File: config.mk
export PLATFORM = sky130hd
export DESIGN_NAME = wire_frame_rx
export DESIGN_NICKNAME = d
export VERILOG_FILES = /design/src/rtl/wire_frame_rx.sv
export SDC_FILE = /design/constraint.sdc
export NUM_CORES = 1
export LEC_CHECK = 0
export CORE_AREA = 2 2 63 65
export CTS_BUF_LIST = sky130_fd_sc_hd__clkbuf_4 sky130_fd_sc_hd__clkbuf_8
export CTS_CLUSTER_SIZE = 40
export DETAILED_ROUTE_END_ITERATION = 7
export DIE_AREA = 0 0 65 67
export DONT_BUFFER_PORTS = 1
export SKIP_LAST_GASP = 1
export SLEW_MARGIN = 30
export SYNTH_ARGS = -nofsm -noshare
export SYNTH_HDL_FRONTEND = slang
export SYNTH_SLANG_ARGS = --single-unit
export TNS_END_PERCENT = 5
File: constraint.sdc
create_clock -name clk -period 1.65 [get_ports clk]
set_clock_uncertainty 0.05 [all_clocks]
set_input_delay 0.165 -clock clk [delete_from_list [all_inputs] [get_ports clk]]
set_output_delay 0.165 -clock clk [all_outputs]
set_load 0.01 [all_outputs]
File: src/rtl/wire_frame_rx.sv
// wire_frame_rx: oversampling serial frame receiver for the delayed board wire.
// Recovers MSB-first words, checks the stop bit and drops frames that overlap local tx.
module wire_frame_rx #(
   parameter int DATA_W      = 8,
   parameter int BIT_CYCLES  = 4,
   parameter int SYNC_STAGES = 2
) (
   input  logic              clk,
   input  logic              rst_n,
   input  logic              rx_line,
   input  logic              tx_busy,
   output logic              rx_valid,
   output logic [DATA_W-1:0] rx_data,
   output logic              rx_frame_err,
   output logic              rx_collision,
   output logic              rx_active
);
   localparam int PH_W  = (BIT_CYCLES > 1) ? $clog2(BIT_CYCLES) : 1;
   localparam int BIT_W = $clog2(DATA_W + 1);
   localparam logic [PH_W-1:0]  PH_MID   = PH_W'(BIT_CYCLES / 2 - 1);
   localparam logic [PH_W-1:0]  PH_LAST  = PH_W'(BIT_CYCLES - 1);
   localparam logic [BIT_W-1:0] BIT_LAST = BIT_W'(DATA_W - 1);

   typedef enum logic [1:0] {
      ST_IDLE  = 2'd0,
      ST_START = 2'd1,
      ST_DATA  = 2'd2,
      ST_STOP  = 2'd3
   } state_t;

   state_t                 r_state;
   state_t                 w_next;
   logic [SYNC_STAGES-1:0] r_sync;
   logic [SYNC_STAGES-1:0] r_fill;
   logic                   r_ls_d;
   logic                   r_armed;
   logic [PH_W-1:0]        r_phase;
   logic [BIT_W-1:0]       r_bit;
   logic [DATA_W-1:0]      r_shift;
   logic                   r_coll;
   logic                   w_ls;
   logic                   w_rise;
   logic                   w_hit;
   logic                   w_done;
   logic                   w_coll;

   // r_fill marks when ls carries a real line sample rather than reset zeros, so a
   // line already high at reset release is not mistaken for a start edge.
   assign w_ls   = r_sync[SYNC_STAGES-1];
   assign w_rise = w_ls & ~r_ls_d & r_armed;
   assign w_coll = r_coll | tx_busy;
   assign w_done = (r_state == ST_STOP) & w_hit;

   // Line synchroniser, edge-detect history and arming
   always_ff @(posedge clk or negedge rst_n) begin
      if (!rst_n) begin
         r_sync  <= '0;
         r_fill  <= '0;
         r_ls_d  <= 1'b0;
         r_armed <= 1'b0;
      end else begin
         r_sync  <= {r_sync[SYNC_STAGES-2:0], rx_line};
         r_fill  <= {r_fill[SYNC_STAGES-2:0], 1'b1};
         r_ls_d  <= w_ls;
         r_armed <= r_armed | (r_fill[SYNC_STAGES-1] & ~w_ls);
      end
   end

   // FSM state register
   always_ff @(posedge clk or negedge rst_n) begin
      if (!rst_n) begin
         r_state <= ST_IDLE;
      end else begin
         r_state <= w_next;
      end
   end

   // Next-state logic and bit-sample strobe
   always_comb begin
      w_next = r_state;
      w_hit  = 1'b0;
      case (r_state)
         ST_IDLE: begin
            if (w_rise) w_next = ST_START;
            else        w_next = ST_IDLE;
         end
         ST_START: begin
            w_hit = (r_phase == PH_MID);
            if (w_hit) w_next = w_ls ? ST_DATA : ST_IDLE;
            else       w_next = ST_START;
         end
         ST_DATA: begin
            w_hit = (r_phase == PH_LAST);
            if (w_hit && (r_bit == BIT_LAST)) w_next = ST_STOP;
            else                              w_next = ST_DATA;
         end
         ST_STOP: begin
            w_hit = (r_phase == PH_LAST);
            if (w_hit) w_next = ST_IDLE;
            else       w_next = ST_STOP;
         end
         default: begin
            w_hit  = 1'b0;
            w_next = ST_IDLE;
         end
      endcase
   end

   // Counters, shift register, collision flag and result outputs
   always_ff @(posedge clk or negedge rst_n) begin
      if (!rst_n) begin
         r_phase      <= '0;
         r_bit        <= '0;
         r_shift      <= '0;
         r_coll       <= 1'b0;
         rx_valid     <= 1'b0;
         rx_data      <= '0;
         rx_frame_err <= 1'b0;
         rx_collision <= 1'b0;
         rx_active    <= 1'b0;
      end else begin
         if ((r_state == ST_IDLE) || w_hit) r_phase <= '0;
         else                               r_phase <= r_phase + PH_W'(1);

         if (r_state == ST_IDLE)                r_bit <= '0;
         else if ((r_state == ST_DATA) && w_hit) r_bit <= r_bit + BIT_W'(1);
         else                                   r_bit <= r_bit;

         if ((r_state == ST_DATA) && w_hit) r_shift <= {r_shift[DATA_W-2:0], w_ls};
         else                               r_shift <= r_shift;

         // Sticky for the frame; IDLE always precedes START so clearing here covers entry
         if (r_state == ST_IDLE) r_coll <= 1'b0;
         else if (tx_busy)       r_coll <= 1'b1;
         else                    r_coll <= r_coll;

         rx_valid     <= w_done & ~w_coll & ~w_ls;
         rx_frame_err <= w_done & ~w_coll & w_ls;
         rx_collision <= w_done & w_coll;
         if (w_done && !w_coll && !w_ls) rx_data <= r_shift;
         else                            rx_data <= rx_data;
         rx_active    <= (w_next != ST_IDLE);
      end
   end
endmodule

Word level (Yosys, flattened, before mapping)
Cells that the tools add are included.
{ "totals": {"rom_bits": 0, "latch_bits": 0, "ramBits": 0, "input_bits": 4, "n_memories": 0, "register_bits": 35} }
{ "op_classes": {"n_lt_le_gt_ge": 0, "shift": 0, "mux": 12, "multipliers": 0, "add_sub_neg": 2, "n_reduce_logical": 12, "n_bitwise": 13, "div_mod_pow": 0, "n_eq_ne": 6} }
{ "op_table": {"columns": ["cell", "n"], "rows": [
  ["1-bit AND", 8],
  ["2-bit two-way mux", 4],
  ["4-bit two-way mux", 2],
  ["2-bit case mux with 4 select lines", 1],
  ["2-bit == test (second input constant)", 3],
  ["2-bit nonzero test", 3],
  ["4-bit by 1-bit adder with 4-bit output (second input constant)", 1],
  ["2-bit by 1-bit == test with 1-bit output (second input constant)", 2],
  ["4-bit by 3-bit == test with 1-bit output (second input constant)", 1],
  ["1-bit logical AND", 4],
  ["1-bit two-way mux", 4],
  ["1-bit NOT", 3],
  ["2-bit by 1-bit adder with 2-bit output (second input constant)", 1],
  ["1-bit zero test", 2],
  ["2-bit zero test", 1],
  ["1-bit bitwise OR", 2],
  ["1-bit case mux with 2 select lines", 1],
  ["2-bit OR reduction", 1],
  ["1-bit logical OR", 1]
]} }

Depth between registers and ports, before layout
{ "logic_depth": {"word_depth": 6, "depth_mapped": 6, "ltp_nobuf": 5} }

Least setup slack after synthesis
Ideal clock, no wire load.
{ "synth_timing": {"path_kind": "reg-to-reg", "from": "reg r_phase[0]", "to": "reg r_shift[2]", "slack_ps": 117, "stages_incl_launch_ff": 6, "period_less_slack_ps": 1533, "t_arrival_ps": 1358, "path_cell_list": "dfrtp_1 > ha_1 > buf_4 > nand3b_1 > buf_2 > mux2_2"} }
{ "synth_between": {"elab_chain_cells": 3} }
{ "synth_lines": {"columns": ["item", "line_no", "text"], "rows": [
  ["from (decl)", "37", "logic [PH_W-1:0] r_phase;"],
  ["from (signal assigned)", "123", "else r_phase <= r_phase + PH_W'(1);"],
  ["2-bit == test / 2-bit by 1-bit == test with 1-bit output (equally long branches)", "93, 98, 88", null],
  ["1-bit case mux with 2 select lines *", "82", "case (r_state)"],
  ["1-bit logical AND *", "129", "if ((r_state == ST_DATA) && w_hit) r_shift <= {r_shift[DATA_W-2:0], w_ls};"],
  ["to (signal assigned)", "129", null],
  ["to (signal assigned)", "130", "else r_shift <= r_shift;"],
  ["to (decl)", "39", "logic [DATA_W-1:0] r_shift;"]
]} }
Mark *: on every way between the ends. The rest lies on a longest branch, timed or not.
A chain may end at the register's enable or synchronous reset.

Worst setup path in the final report
{ "layout_timing": {"from": "reg r_phase[0]", "to": "reg rx_data[7]"} }
{ "layout_between": {"elab_chain_cells": 5} }
{ "layout_lines": {"columns": ["item", "line_no", "text"], "rows": [
  ["2-bit == test / 2-bit by 1-bit == test with 1-bit output (equally long branches)", "93, 98, 88", null],
  ["1-bit case mux with 2 select lines *", "82", null],
  ["1-bit AND *", "52", "assign w_done = (r_state == ST_STOP) & w_hit;"],
  ["1-bit logical AND * (2 in series)", "140", "if (w_done && !w_coll && !w_ls) rx_data <= r_shift;"],
  ["to (signal assigned)", "140", null],
  ["to (signal assigned)", "141", "else rx_data <= rx_data;"],
  ["to (decl)", "13", "output logic [DATA_W-1:0] rx_data,"]
]} }
Marks and branches as above.

==> results.cfg <==
[status]
status = complete, no violations

[global_routing]
grt_pass1_vias = 789
grt_pass1_wl_mm = 3.87
grt_overflow = 0
antenna_found_initial = 0
grt_usage_pct = 12.4
grt_max_degree = 36

[yosys]
yosys-top-cells-area = dfrtp_1 63%, mux2_4 8.6%, mux2_2 5.6%, ha_1 2.7%, o21ai_0 2.5%
syn_area_per_cell_um2 = 13.7
syn_area_um2 = 1400
synth_cell_types = 29
ys_seq_area_share_pct = 62.5
synthesis.nets = 109
synth_edf_count = 0
synth_top_area_share_pct = 62.5
ys_async_sr_fraction_pct = 100
synth_ff_type = dfrtp_1
synth_top_cell_by_area = dfrtp_1
synth_cells = 102
yosysWarnings = 0
ys_seq_elements = 35

[detailed_routing]
drc = 0
drt_pre_antenna_iters = 2
wl_mm = 2.30
drtIter0Drc = 16
wl_per_cell_um = 14.2
ant_nets = 0
num_vias = 783
viasPerCell = 4.83

[final_layout]
drive_gt1_share_pct = 27.2
final_util_pct = 46.0
num_antenna_cells = 0
fin_nets = 120
final_cell_mix = 35 x dfrtp_1, 8 x mux2_4, 7 x nor2_1, 7 x o21ai_0, 7 x mux2_2
area_growth_pct = 18.4
final_common_cell = dfrtp_1

[worst_setup_path]
cp_top_family = flip-flops
setup.worst_path.start = r_phase[0]
crit_arrival_ns = 1.64
worstSetupPathType = reg -> reg
crit_buf_inv = 0
cp-start-kind = register
r2r_cells = 4
end_kind = register
rr_endpoint = rx_data[7]
cp.depth = 4
worstPathMaxFanout = 9
cpMaxStageDelayCell = dfrtp_1
endpoint = rx_data[7]
critPathRequiredTime_ns = 1.76
r2r_start = r_phase[0]
slowest_delay_ns = 0.39
r2r_setup_slack_ns = 0.12
worstPathCellList = ha_2, nand3_2, nand3b_4, mux2_4

[clocking]
cts_tree = done
cts_made_buffers = 5
clkTransAtPathRegs_ns = 0.07
clockBufferDepth = 2
insertion_delay_ns = 0.28
root_buffer = clkbuf_8
clock-sinks = 35
htree_levels = 2

[floorplan]
rows = 22
core_um2 = 3610
die_x_um = 65
io_pins = 16
dieArea_um2 = 4360
die-height_um = 67
initial_core_util_pct = 38.9

[placement]
gp_congestion = 0.738
dp_hpwl_mm = 1.55
dpl_worst_slack_ns = 0.106
portBuffers = 0

[pwr]
p_per_area_nw_per_um2 = 1470
ir_drop_mv = 0.619
p_leak_nw = 0.814

[timing]
timing.final.crit_share_pct = 92.6
fin_tns_setup_ns = 0
min_period_ns = 1.53
slew_viol_final = 0
fin_ws_ns = 0.122
hold_viol_final = 0
max_freq_mhz = 655
setup_viol = 0
rsz0062_at_grt = false

[min_path]
min_path_type = in -> reg
min_from = tx_busy

[flow_run]
cap_violations = 0
## timing repair
item / 4_1_cts / 5_1_grt
hold buffers: 4 / 0
buffers inserted: 0 / 0
gates resized for setup: 0 / 1
endpoints found under the hold margin: 37 / 0
setup endpoints to repair: 0 / 1
## where the power goes
part | total, mW | internal (mW) | leakage (nW) | switching [mW]
clock network | 0.916 | 0.620 | 0.0688 | 0.295
registers | 1.11 | 0.984 | 0.458 | 0.126
logic | 0.405 | 0.191 | 0.287 | 0.214
## worst register-to-register path, delay by kind of cell, from the launching register on
| kind | cells | cell delay, ns |
|---|---|---|
| adder cells (fa/ha/maj) | 1 | 0.24 |
| flip-flops | 1 | 0.39 |
| multiplexers | 1 | 0.35 |
| AND/OR/NAND/NOR | 2 | 0.38 |
## cells by family after synthesis
family                     count (synthesis)  share of synthesized area [%]
DFF                                       35                           62.5
and+or+nand+nor                           23                           10.4
AOI/OAI and AO/OA                         16                           7.14
muxes                                     15                           14.2
buffers and inverters                      9                           2.86
adders and majority gates                  3                           2.68
other                                      1                          0.268
## flip-flops by register name, indices dropped and copies added, names as in the netlist
| register | flops |
|---|---|
| r_shift | 8 |
| rx_data | 8 |
| r_bit | 4 |
| r_fill | 2 |
| r_phase | 2 |
| r_state | 2 |
| r_sync | 2 |
| r_armed | 1 |
| r_coll | 1 |
| r_ls_d | 1 |
| rx_active | 1 |
| rx_collision | 1 |
| rx_frame_err | 1 |
| rx_valid | 1 |
## stage by stage
stage / total power, mW / hold WS, ns / cells / instance area, um^2
2_1_floorplan: 1.38 / -0.181 / 102 / 1400
4_1_cts: 2.45 / 0.0318 / 162 / 1660
3_3_place_gp: 1.47 / -0.179 / 150 / 1470
5_1_grt: 2.57 / 0.0292 / 162 / 1660
6_report: 2.43 / 0.0429 / 162 / 1660
3_5_place_dp: 1.49 / -0.179 / 150 / 1470
## Yosys cell counts (2+ instances only)
master / count
nor2_1: 7
nand3_1: 2
o21ai_0: 7
a31oi_1: 2
inv_1: 5
ha_1: 3
mux2_2: 7
nand2_1: 3
nand3b_1: 3
or4b_1: 2
buf_2: 2
mux2_4: 8
dfrtp_1: 35
## worst min path at each step
| stage | endpoint | slack [ns] | cells past startpoint |
|---|---|---|---|
| floorplan | r_armed | -0.18 | 0 |
| global placement | r_bit[1] | -0.18 | 0 |
| detailed placement | rx_valid | -0.18 | 0 |
| CTS | r_coll | 0.03 | 2 |
| global route | r_coll | 0.03 | 2 |
| finish | r_coll | 0.04 | 2 |
## routing by layer
layer  track usage (%)  vias to the layer above  part of all wire, %
met4              7.18                        0                  1.8
met5                 0                        -                    0
met1              15.6                      387                   45
met3              3.72                        6                  4.0
li1                  -                      377                    -
met2              18.9                       13                   49
## layout make-up
class	instances	area [um^2]
fillers	328	1950
well taps	48	60.1
clock inverters	2	60.1
inverters	5	18.8
multi-input cells	58	488
repair buffers	8	80.1
clock buffers	6	76.3
flip-flops and latches	35	876
No activity file was read; power rests on OpenSTA's default activity.
